===== src/rtl/scan_coord_gen.sv =====
// Raster scan timing generator: (coord_x, coord_y) stream plus hsync/vsync/active and start flags.
// Optional frame counter output enabled by defining SCAN_COORD_FRAME_COUNT_EN.
module scan_coord_gen #(
  parameter int unsigned COORD_WIDTH     = 16,
  parameter int unsigned H_ACTIVE        = 640,
  parameter int unsigned H_FRONT         = 16,
  parameter int unsigned H_SYNC          = 96,
  parameter int unsigned H_BACK          = 48,
  parameter int unsigned V_ACTIVE        = 480,
  parameter int unsigned V_FRONT         = 10,
  parameter int unsigned V_SYNC          = 2,
  parameter int unsigned V_BACK          = 33,
  parameter bit          SYNC_ACTIVE_LOW = 1'b1
) (
  input  logic                   clk,
  input  logic                   reset,
  input  logic                   pixel_en,
  output logic [COORD_WIDTH-1:0] coord_x,
  output logic [COORD_WIDTH-1:0] coord_y,
  output logic                   active,
  output logic                   hsync,
  output logic                   vsync,
  output logic                   line_start,
  output logic                   frame_start,
`ifdef SCAN_COORD_FRAME_COUNT_EN
  output logic [15:0]            frame_count,
`endif
  output logic                   vblank_start
);

  localparam int unsigned H_TOTAL = H_ACTIVE + H_FRONT + H_SYNC + H_BACK;
  localparam int unsigned V_TOTAL = V_ACTIVE + V_FRONT + V_SYNC + V_BACK;
  localparam int unsigned HS_BEG  = H_ACTIVE + H_FRONT;
  localparam int unsigned HS_END  = H_ACTIVE + H_FRONT + H_SYNC;
  localparam int unsigned VS_BEG  = V_ACTIVE + V_FRONT;
  localparam int unsigned VS_END  = V_ACTIVE + V_FRONT + V_SYNC;
  localparam longint unsigned COORD_RANGE = 64'(1) << COORD_WIDTH;

  // Refuse to build when the counters cannot hold a full line or frame.
  if (COORD_WIDTH > 32) begin : g_cw_chk
    $error("scan_coord_gen: COORD_WIDTH must not exceed 32");
  end
  if (64'(H_TOTAL) > COORD_RANGE) begin : g_h_chk
    $error("scan_coord_gen: H_TOTAL does not fit in COORD_WIDTH");
  end
  if (64'(V_TOTAL) > COORD_RANGE) begin : g_v_chk
    $error("scan_coord_gen: V_TOTAL does not fit in COORD_WIDTH");
  end

  logic [COORD_WIDTH-1:0] x_q, x_d;
  logic [COORD_WIDTH-1:0] y_q, y_d;
  logic                   active_q, active_d;
  logic                   hsync_q, hsync_d;
  logic                   vsync_q, vsync_d;
  logic                   line_start_q, line_start_d;
  logic                   frame_start_q, frame_start_d;
  logic                   vblank_start_q, vblank_start_d;
  logic                   x_last, y_last;
  logic                   h_win, v_win;
`ifdef SCAN_COORD_FRAME_COUNT_EN
  logic [15:0]            frame_count_q, frame_count_d;
`endif

  // Next position, then every flag decoded from it so flags never lag the coordinates.
  always_comb begin
    x_d    = x_q;
    y_d    = y_q;
    x_last = (32'(x_q) == H_TOTAL - 1);
    y_last = (32'(y_q) == V_TOTAL - 1);
    if (pixel_en) begin
      if (x_last) begin
        x_d = '0;
        y_d = y_last ? '0 : y_q + COORD_WIDTH'(1);
      end else begin
        x_d = x_q + COORD_WIDTH'(1);
      end
    end
    h_win          = (32'(x_d) >= HS_BEG) && (32'(x_d) < HS_END);
    v_win          = (32'(y_d) >= VS_BEG) && (32'(y_d) < VS_END);
    active_d       = (32'(x_d) < H_ACTIVE) && (32'(y_d) < V_ACTIVE);
    hsync_d        = h_win ^ SYNC_ACTIVE_LOW;
    vsync_d        = v_win ^ SYNC_ACTIVE_LOW;
    line_start_d   = (x_d == '0);
    frame_start_d  = (x_d == '0) && (y_d == '0);
    vblank_start_d = (x_d == '0) && (32'(y_d) == V_ACTIVE);
  end

`ifdef SCAN_COORD_FRAME_COUNT_EN
  // Counts (last,last) -> (0,0) wraps; free-running modulo 2^16.
  always_comb begin
    frame_count_d = frame_count_q;
    if (pixel_en && x_last && y_last) begin
      frame_count_d = frame_count_q + 16'd1;
    end
  end

  always_ff @(posedge clk) begin
    if (reset) begin
      frame_count_q <= 16'd0;
    end else begin
      frame_count_q <= frame_count_d;
    end
  end

  assign frame_count = frame_count_q;
`endif

  always_ff @(posedge clk) begin
    if (reset) begin
      x_q            <= '0;
      y_q            <= '0;
      active_q       <= 1'b1;
      hsync_q        <= SYNC_ACTIVE_LOW;
      vsync_q        <= SYNC_ACTIVE_LOW;
      line_start_q   <= 1'b1;
      frame_start_q  <= 1'b1;
      vblank_start_q <= 1'b0;
    end else begin
      x_q            <= x_d;
      y_q            <= y_d;
      active_q       <= active_d;
      hsync_q        <= hsync_d;
      vsync_q        <= vsync_d;
      line_start_q   <= line_start_d;
      frame_start_q  <= frame_start_d;
      vblank_start_q <= vblank_start_d;
    end
  end

  assign coord_x      = x_q;
  assign coord_y      = y_q;
  assign active       = active_q;
  assign hsync        = hsync_q;
  assign vsync        = vsync_q;
  assign line_start   = line_start_q;
  assign frame_start  = frame_start_q;
  assign vblank_start = vblank_start_q;

endmodule


===== config.mk =====
export PLATFORM = sky130hd
export DESIGN_NAME = scan_coord_gen
export DESIGN_NICKNAME = d
export VERILOG_FILES = /design/src/rtl/scan_coord_gen.sv
export SDC_FILE = /design/constraint.sdc
export NUM_CORES = 1
export LEC_CHECK = 0
export ABC_AREA = 1
export CORE_ASPECT_RATIO = 1.4
export CORE_MARGIN = 4
export CORE_UTILIZATION = 54
export CTS_CLUSTER_DIAMETER = 30
export DETAILED_ROUTE_END_ITERATION = 10
export PLACE_DENSITY = 0.8
export SLEW_MARGIN = 20
export SYNTH_ARGS = -nofsm -noshare
export SYNTH_HDL_FRONTEND = slang
export SYNTH_SLANG_ARGS = --single-unit
export TNS_END_PERCENT = 10

===== constraint.sdc =====
create_clock -name clk -period 2.1 [get_ports clk]
set_input_delay 0.525 -clock clk [delete_from_list [all_inputs] [get_ports clk]]
set_output_delay 0.525 -clock clk [all_outputs]
set_load 0.01 [all_outputs]

==> flow_summary.ini, run 1 <==
[clock_tree]
cts.hold.buffers_added = 0
cts-root-buf = clkbuf_8
cts_max_path_buffers = 2
cts.sinks = 38
clock_latency_ns = 0.30
clk_pin_slew_ns = 0.08
numCtsBuffers = 5
htreeDepth = 2
cts_tree = built

[power_and_ir_drop]
ir_drop_mv = 0.413
cellPowerDensity_mw_per_mm2 = 419
leakage_nw = 1.77
p_total_mw = 1.63

[die]
initial_core_util_pct = 55.2
rows = 30
coreArea_mm2 = 0.00484
fp.dieH_um = 91.3
die_x_um = 67.5
io_pins = 41
dieArea_mm2 = 0.00616

[sta]
post-route-period-util_pct = 96.3
finalHoldViolCount = 0
finalWorstSetupSlack_ns = 0.0768
maxSlewHeadroom_pct = 71.9
tightest_slew_ns = 0.417
fmax_mhz = 494
setup_viol = 0
drv_slew = 0
skew_ns = 0.00314
setup_tns_ns = 0
finalCriticalPeriod_ns = 2.02

[route]
drtPass1Iterations = 5
vias_per_cell = 5.41
drt_wl_total_mm = 8.82
vias = 3365
wl_per_cell_um = 14.2
drt_iter0_drc = 260
ant_nets = 0
route.detailed.drc = 0

[place]
place_congestion = 0.953
place_inst = 609
dp_hpwl_mm = 6.41
place_area_mm2 = 0.00351
port_buffers = 40
dp_slack_ns = -0.401

[setup_path]
worst-setup-path-type = flip-flop to flip-flop
r2r_setup_slack_ns = 0.08
critical_path.max_fanout = 5
crit_path_end = frame_start
crit_start = coord_x[1]
rr_worst_depth = 12
worstPathRequired_ns = 2.34
crit_arrival_ns = 2.26
end_kind = flip-flop
start_kind = flip-flop
r2r_start = coord_x[1]
timing.rr.end = frame_start

[finish]
diodes = 0
syn_to_final_growth_pct = 45.3
final_cell_area_mm2 = 0.00389
seq_area_um2 = 774
stdcell_count = 622
num-fill-cells = 357
finalNetCount = 563
multi_input_area_mm2 = 0.00181
mostFrequentLayoutCells = nand2_1 (124), nor2_1 (81), buf_4 (60)
drive_above_1_share_pct = 24.4
final_common_cell = nand2_1

[synthesis]
syn_inst = 462
syn_nets = 468
avgSynthCellArea_um2 = 5.79
synth-warning-count = 0
synth-seq-cells = 38
synth-seq-area-share_pct = 28.4
ys_types = 29
syn_area_mm2 = 0.00268

[global_routing]
grt_max_degree = 33
grtUsageTotal_pct = 28.4
grt_pass1_vias = 3134
antenna_found_initial = 0
grt_pass1_wl_mm = 13.6
grt_overflow = 0

[hold_path]
min_path_type = flip-flop to flip-flop

[job]
maxCapViolCount = 0

[run_status]
outcome = completed
## through the flow
step / hold WS, ns / util, %
after floorplan: 0.581 / -
after global placement: 0.574 / 72.5
after detailed placement: 0.586 / 72.5
after CTS: 0.598 / 75.7
after global routing: 0.715 / 80.3
final: 0.651 / 80.3
## worst min-delay path by stage
stage,start,to,depth (start not counted)
floorplan,coord_x[14],coord_x[14],3
global placement,coord_y[9],coord_y[9],2
detailed placement,coord_y[9],coord_y[9],2
CTS,coord_y[9],coord_y[9],2
global route,coord_x[10],coord_x[10],3
finish,coord_y[9],coord_y[9],2
## metal layers
| layer | global-route usage (%) | share of wire (%) |
|---|---|---|
| met1 | 28.3 | 36 |
| met5 | 0 | 0 |
| met2 | 50.8 | 53 |
| met4 | 20.8 | 7.1 |
| met3 | 3.84 | 4.0 |
## kinds of logic after synthesis
| group | synth area share (%) |
|---|---|
| compound gates | 5.29 |
| fa+ha+maj | 1.40 |
| xor+xnor | 1.31 |
| flops | 28.4 |
| simple gates | 52.7 |
| buf+inv | 10.9 |
## power breakdown
| part | switching (mW) | internal [mW] |
|---|---|---|
| registers | 0.00616 | 0.727 |
| logic | 0.0659 | 0.0539 |
| clock network | 0.298 | 0.476 |
| total | 0.370 | 1.26 |
## worst max-delay path: stages, from the launching register on
cell and delay, ns:
dfxtp_2 0.36, ha_4 0.17, nand3_4 0.12, nor2_2 0.19, nand3_2 0.15, buf_4 0.19
nand2_2 0.07, nand2_1 0.05, nor2_1 0.17, nand3_1 0.12, nor2_2 0.16, nand3_1 0.10
o21bai_2 0.10
## layout make-up
class	count	area share [%]
Clock inverter	3	1.77
Tap cell	64	2.06
Clock buffer	5	1.77
Timing Repair Buffer	100	21.9
Sequential cell	38	19.9
Multi-Input combinational cell	350	46.6
Inverter	62	5.99
## state kept, by name (all words and copies together) (netlist names)
register and cells:
hsync 1, vsync 1, frame_start 1, coord_x 16
line_start 1, vblank_start 1, coord_y 16, active 1
## timing repair
action | 4_1_cts | 5_1_grt
pin swaps | 0 | 19
resized for setup | 7 | 54
setup endpoints to repair | 5 | 6
setup buffers | 0 | 5
## Yosys cell counts, drive strengths merged
cell | count | share of area (%)
nand2 | 139 | 20
nand3b | 2 | 0.56
clkbuf | 5 | 0.70
o21bai | 3 | 0.98
o21ai | 14 | 2.6
nor2 | 106 | 16
xor2 | 4 | 1.3
nand4 | 15 | 3.5
dfxtp | 38 | 28
nand3 | 47 | 10
nor3b | 1 | 0.28
a21o | 2 | 0.56
buf | 7 | 1.5
a21oi | 6 | 1.1
ha | 3 | 1.4
inv | 61 | 8.6
and2 | 1 | 0.23
nor3 | 6 | 1.1
nor4 | 1 | 0.23
clkinv | 1 | 0.14
Power figures use the tool's default switching activity.
==> inputs of run 2 (changes only) <==
--- a/config.mk
+++ b/config.mk
@@ -6,11 +6,13 @@
 export NUM_CORES = 1
 export LEC_CHECK = 0
 export ABC_AREA = 1
+export CAP_MARGIN = 5
 export CORE_ASPECT_RATIO = 1.4
 export CORE_MARGIN = 4
-export CORE_UTILIZATION = 54
+export CORE_UTILIZATION = 64
 export CTS_CLUSTER_DIAMETER = 30
 export DETAILED_ROUTE_END_ITERATION = 10
+export DONT_BUFFER_PORTS = 1
 export PLACE_DENSITY = 0.8
 export SLEW_MARGIN = 20
 export SYNTH_ARGS = -nofsm -noshare
==> run 2 against run 1 <==
Against the previous run: worst setup slack worse by 0.0022 ns; sequential share of layout area is 3.7 points higher; clock skew is 0.00084 ns higher; maximum frequency is 0.11% lower; flip-flop and latch count stayed put; critical path type unchanged; critical path depth is 2 higher; count of clock-buffer cells in the layout is 1 higher; non-clock buffer count is 65 lower; register-to-register slack hardly changed; die area is 14% lower; cell count is 14% lower.
==> flow_summary.ini, run 2 (synthesis gave the netlist of run 1 again) <==
[run_status]
outcome = completed

[sta]
finalCriticalPeriod_ns = 2.03
finalWorstSetupSlack_ns = 0.0745
finalHoldViolCount = 0
drv_slew = 0
setup_viol = 0
skew_ns = 0.00397
setup_tns_ns = 0
maxSlewHeadroom_pct = 66.8
post-route-period-util_pct = 96.5
fmax_mhz = 494
tightest_slew_ns = 0.492

[place]
dp_hpwl_mm = 5.82
port_buffers = 0
place_area_mm2 = 0.00291
dp_slack_ns = -0.0807
place_inst = 523
place_congestion = 0.975

[setup_path]
end_kind = flip-flop
cp_top_family = simple AND/OR/NAND/NOR gates
worstPathRequired_ns = 2.34
crit_arrival_ns = 2.27
worst-setup-path-type = flip-flop to flip-flop
r2r_start = coord_y[1]
slowest_delay_ns = 0.36
cp_num_buf_inv = 2
cp_cell_sequence = buf_4, nand2_1, nand3b_1, inv_1, nand2_1, nor2_1, nand2_1, nand3_1, nand2_1, nor2_2, nand2_2, nor2_1, nand2_1, nand2_1
r2r_setup_slack_ns = 0.07
start_kind = flip-flop
crit_top_cell = nand2_1
timing.rr.end = active
rr_worst_depth = 14
cpMaxStageDelayCell = dfxtp_1
critical_path.max_fanout = 4

[route]
wl_per_cell_um = 15.5
drt_iter0_drc = 270
drtPass1Iterations = 7
drt_wl_total_mm = 8.35
ant_nets = 0
vias = 3071
vias_per_cell = 5.72
route.detailed.drc = 0

[global_routing]
grt_pass1_vias = 2885
grt_max_degree = 37
antenna_found_initial = 0
grt_pass1_wl_mm = 13.0
grt_overflow = 0
grtUsageTotal_pct = 30.5

[finish]
syn_to_final_growth_pct = 21.3
drive_above_1_share_pct = 19.4
num-fill-cells = 303
mostFrequentLayoutCells = nand2_1 (131), nor2_1 (84), inv_1 (59)
finalNetCount = 499
diodes = 0
stdcell_count = 537
final_common_cell = nand2_1
final_cell_area_mm2 = 0.00325

[die]
coreArea_mm2 = 0.00399
initial_core_util_pct = 67.1
rows = 27
die_x_um = 62.6
dieArea_mm2 = 0.00529
io_pins = 41
fp.dieH_um = 84.5

[clock_tree]
cts_max_path_buffers = 2
clock_latency_ns = 0.29
cts-root-buf = clkbuf_8
cts.sinks = 38
htreeDepth = 2
clk_pin_slew_ns = 0.08
numCtsBuffers = 5
cts_tree = built
cts.hold.buffers_added = 0

[power_and_ir_drop]
leakage_nw = 1.51
cellPowerDensity_mw_per_mm2 = 487
ir_drop_mv = 0.612

[hold_path]
hold_path.startpoint = reset
holdPathStages = 1
whs_endpoint = coord_x[0]
min_path_type = input port to flip-flop

[job]
maxCapViolCount = 0
## run 2: cell types whose count changed in the layout (fill, tap and decap cells not counted), sizes merged
cell | previous run | this run
nand2 | 139 | 140
clkinv | 2 | 1
dlygate4sd2 | 1 | 0
clkdlybuf4s50 | 39 | 0
clkbuf | 5 | 6
buf | 60 | 35
## run 2: layout make-up
cell class	instances	area, um^2	share of cell area [%]
Multi-Input combinational cell	351	1770	54.5
Sequential cell	38	768	23.7
Timing Repair Buffer	35	279	8.60
Inverter	62	233	7.17
Clock buffer	6	82.6	2.54
Clock inverter	2	60.1	1.85
Tap cell	43	53.8	1.66
## run 2: where the power goes
group,total (mW),internal [mW],switching [mW]
sequential,0.740,0.730,0.00985
clock,0.787,0.507,0.280
combinational,0.0550,0.0223,0.0327
## run 2: per-stage QoR
| step | hold WS [ns] | utilization (%) | total power, mW |
|---|---|---|---|
| detailed placement | 0.601 | 72.9 | 0.805 |
| global placement | 0.565 | 72.9 | 0.802 |
| floorplan | 0.581 | - | 0.807 |
| finish | 0.288 | 81.4 | 1.58 |
| CTS | 0.291 | 76.9 | 1.58 |
| global route | 0.274 | 81.4 | 1.63 |
## run 2: worst register-to-register path, cell delays in order (launching register included)
cell and delay, ns:
dfxtp_1 0.36, buf_4 0.15, nand2_1 0.06, nand3b_1 0.26, inv_1 0.10, nand2_1 0.10
nor2_1 0.15, nand2_1 0.10, nand3_1 0.18, nand2_1 0.10, nor2_2 0.13, nand2_2 0.08
nor2_1 0.09, nand2_1 0.05, nand2_1 0.06
## run 2: repair_timing
| action | CTS | global route |
|---|---|---|
| resized for setup | 6 | 37 |
| endpoints found under the setup margin | 4 | 6 |
| cloned | 0 | 1 |
| pin swaps | 1 | 3 |
| setup buffers | 0 | 5 |
## run 2: how the worst max path moves through the flow
stage	cells after the start	startpoint	slack, ns	end
final	14	coord_y[1]	0.07	active
after global routing	11	coord_x[2]	-0.06	frame_start
after detailed placement	13	coord_y[0]	-0.08	active
after global placement	13	coord_y[0]	-0.05	active
after CTS	12	coord_x[3]	0.005	active
after floorplan	12	coord_y[1]	0.21	active
## run 2: layer usage
metal / global-route usage [%] / wire [um]
met3: 5.89 / 611
met1: 32.4 / 2970
met4: 19.9 / 455
met5: 0 / 0
met2: 54.5 / 4310
==> inputs of run 3 (changes only) <==
--- a/config.mk
+++ b/config.mk
@@ -7,15 +7,18 @@
 export LEC_CHECK = 0
 export ABC_AREA = 1
 export CAP_MARGIN = 5
+export CELL_PAD_IN_SITES_DETAIL_PLACEMENT = 0
+export CELL_PAD_IN_SITES_GLOBAL_PLACEMENT = 1
 export CORE_ASPECT_RATIO = 1.4
 export CORE_MARGIN = 4
-export CORE_UTILIZATION = 64
+export CORE_UTILIZATION = 43
 export CTS_CLUSTER_DIAMETER = 30
 export DETAILED_ROUTE_END_ITERATION = 10
 export DONT_BUFFER_PORTS = 1
-export PLACE_DENSITY = 0.8
+export PLACE_DENSITY_LB_ADDON = 0.1
+export SKIP_CTS_REPAIR_TIMING = 1
 export SLEW_MARGIN = 20
 export SYNTH_ARGS = -nofsm -noshare
 export SYNTH_HDL_FRONTEND = slang
 export SYNTH_SLANG_ARGS = --single-unit
-export TNS_END_PERCENT = 10
+export TNS_END_PERCENT = 1
==> run 3 against run 2 <==
Against the previous run: flip-flop and latch count unchanged; sequential share of layout area down 0.10 points; non-clock buffer count up 4; global-route usage down 8.4 points; power down 9.1%; combinational power down 3%; first-iteration DRC count down 49%; highest routed layer unchanged.
==> flow_summary.ini, run 3 (synthesis gave the netlist of run 1 again) <==
[sta]
hold-worst-slack_ns = 0.282
skew_ns = 0.00705
maxSlewHeadroom_pct = 72.5
fmax_mhz = 504
finalCriticalPeriod_ns = 1.99
tightest_slew_ns = 0.412
drv_slew = 0
finalHoldViolCount = 0
rsz0062_at_grt = true
post-route-period-util_pct = 94.6
setup_viol = 0

[finish]
diodes = 0
finalNetCount = 503
drive_above_1_share_pct = 19.9
mostFrequentLayoutCells = nand2_1 (132), nor2_1 (87), inv_1 (57)
final_common_cell = nand2_1
syn_to_final_growth_pct = 21.5
final_core_util_pct = 54.7

[clock_tree]
cts.sinks = 38
clock_latency_ns = 0.29
htreeDepth = 2
cts-root-buf = clkbuf_8
cts_tree = built
numCtsBuffers = 5
cts_max_path_buffers = 2
clk_pin_slew_ns = 0.09

[setup_path]
critical_path.max_fanout = 5
worstPathRequired_ns = 2.33
r2r_setup_slack_ns = 0.11
worst-setup-path-type = flip-flop to flip-flop
end_kind = flip-flop
r2r_start = coord_x[1]
crit_arrival_ns = 2.21
start_kind = flip-flop
crit_start = coord_x[1]

[global_routing]
grt_max_degree = 37
grt_pass1_wl_mm = 12.7
grt_overflow = 0
grt_pass1_vias = 2771
grtUsageTotal_pct = 22.1
antenna_found_initial = 0

[die]
rows = 33
initial_core_util_pct = 45.0
die_x_um = 74.7
dieArea_mm2 = 0.00756
coreArea_mm2 = 0.00595
fp.dieH_um = 101
io_pins = 41

[route]
wl_per_cell_um = 14.5
ant_nets = 0
drt_wl_total_mm = 8.26
drtPass1Iterations = 4
vias = 2880
vias_per_cell = 5.07
drt_iter0_drc = 139
route.detailed.drc = 0

[run_status]
outcome = completed

[place]
port_buffers = 0
place_congestion = 0.899
dp_hpwl_mm = 6.41

[hold_path]
hold_path.startpoint = reset
min_path_type = input port to flip-flop

[power_and_ir_drop]
ir_drop_mv = 0.331
leakage_nw = 1.50
cellPowerDensity_mw_per_mm2 = 442
p_total_mw = 1.44

[job]
maxCapViolCount = 0
[run 3: changes by cell type in the layout (fill, tap and decap cells not counted), sizes merged]
cell,before,now
buf,35,39
bufinv,2,1
clkinvlp,0,2
clkbuf,6,5
[run 3: cell type report]
class / instances / area [um^2]
Multi-Input combinational cell: 351 / 1750
Timing Repair Buffer: 39 / 297
Fill cell: 650 / 2700
Inverter: 62 / 233
Sequential cell: 38 / 766
Clock buffer: 5 / 68.8
Clock inverter: 3 / 45.0
Tap cell: 70 / 87.6
[run 3: worst max-delay path, cell delays in order (launching register included)]
cell and delay (ns):
dfxtp_1 0.35, ha_2 0.20, nand3_2 0.08, nor2_1 0.20
nand3_2 0.16, buf_4 0.19, inv_1 0.09, nand3_1 0.09
nand3_2 0.12, nand2_1 0.09, nor2_1 0.14, nand3_1 0.10
o21bai_2 0.10
[run 3: power by group]
group	switching (mW)	internal [mW]	total, mW
combinational	0.0318	0.0215	0.0533
clock	0.292	0.354	0.646
sequential	0.00850	0.729	0.738
total	0.333	1.10	1.44
[run 3: layer usage]
metal	track usage [%]	vias up	routed length, um
met1	23.2	1289	3240
li1	-	1515	-
met4	8.90	0	242
met5	0	-	0
met2	41.7	62	4380
met3	4.37	14	406
[run 3: worst paths after layout]
check                     end  cells past startpoint
hold / removal     coord_x[5]                      1
hold reg to reg    coord_x[4]                      3
setup reg to reg  frame_start                     12
setup / recovery  frame_start                     12
[run 3: through the flow]
stage | TNS [ns] | worst slack (ns) | cell area (um^2) | cells
detailed placement | -0.0389 | -0.0366 | 2980 | 557
CTS | -0.0652 | -0.0462 | 3100 | 565
global route | -0.162 | -0.0698 | 3250 | 568
floorplan | 0 | 0.212 | 2680 | 462
finish | 0 | 0.114 | 3250 | 568
global placement | -0.0323 | -0.0323 | 2980 | 557
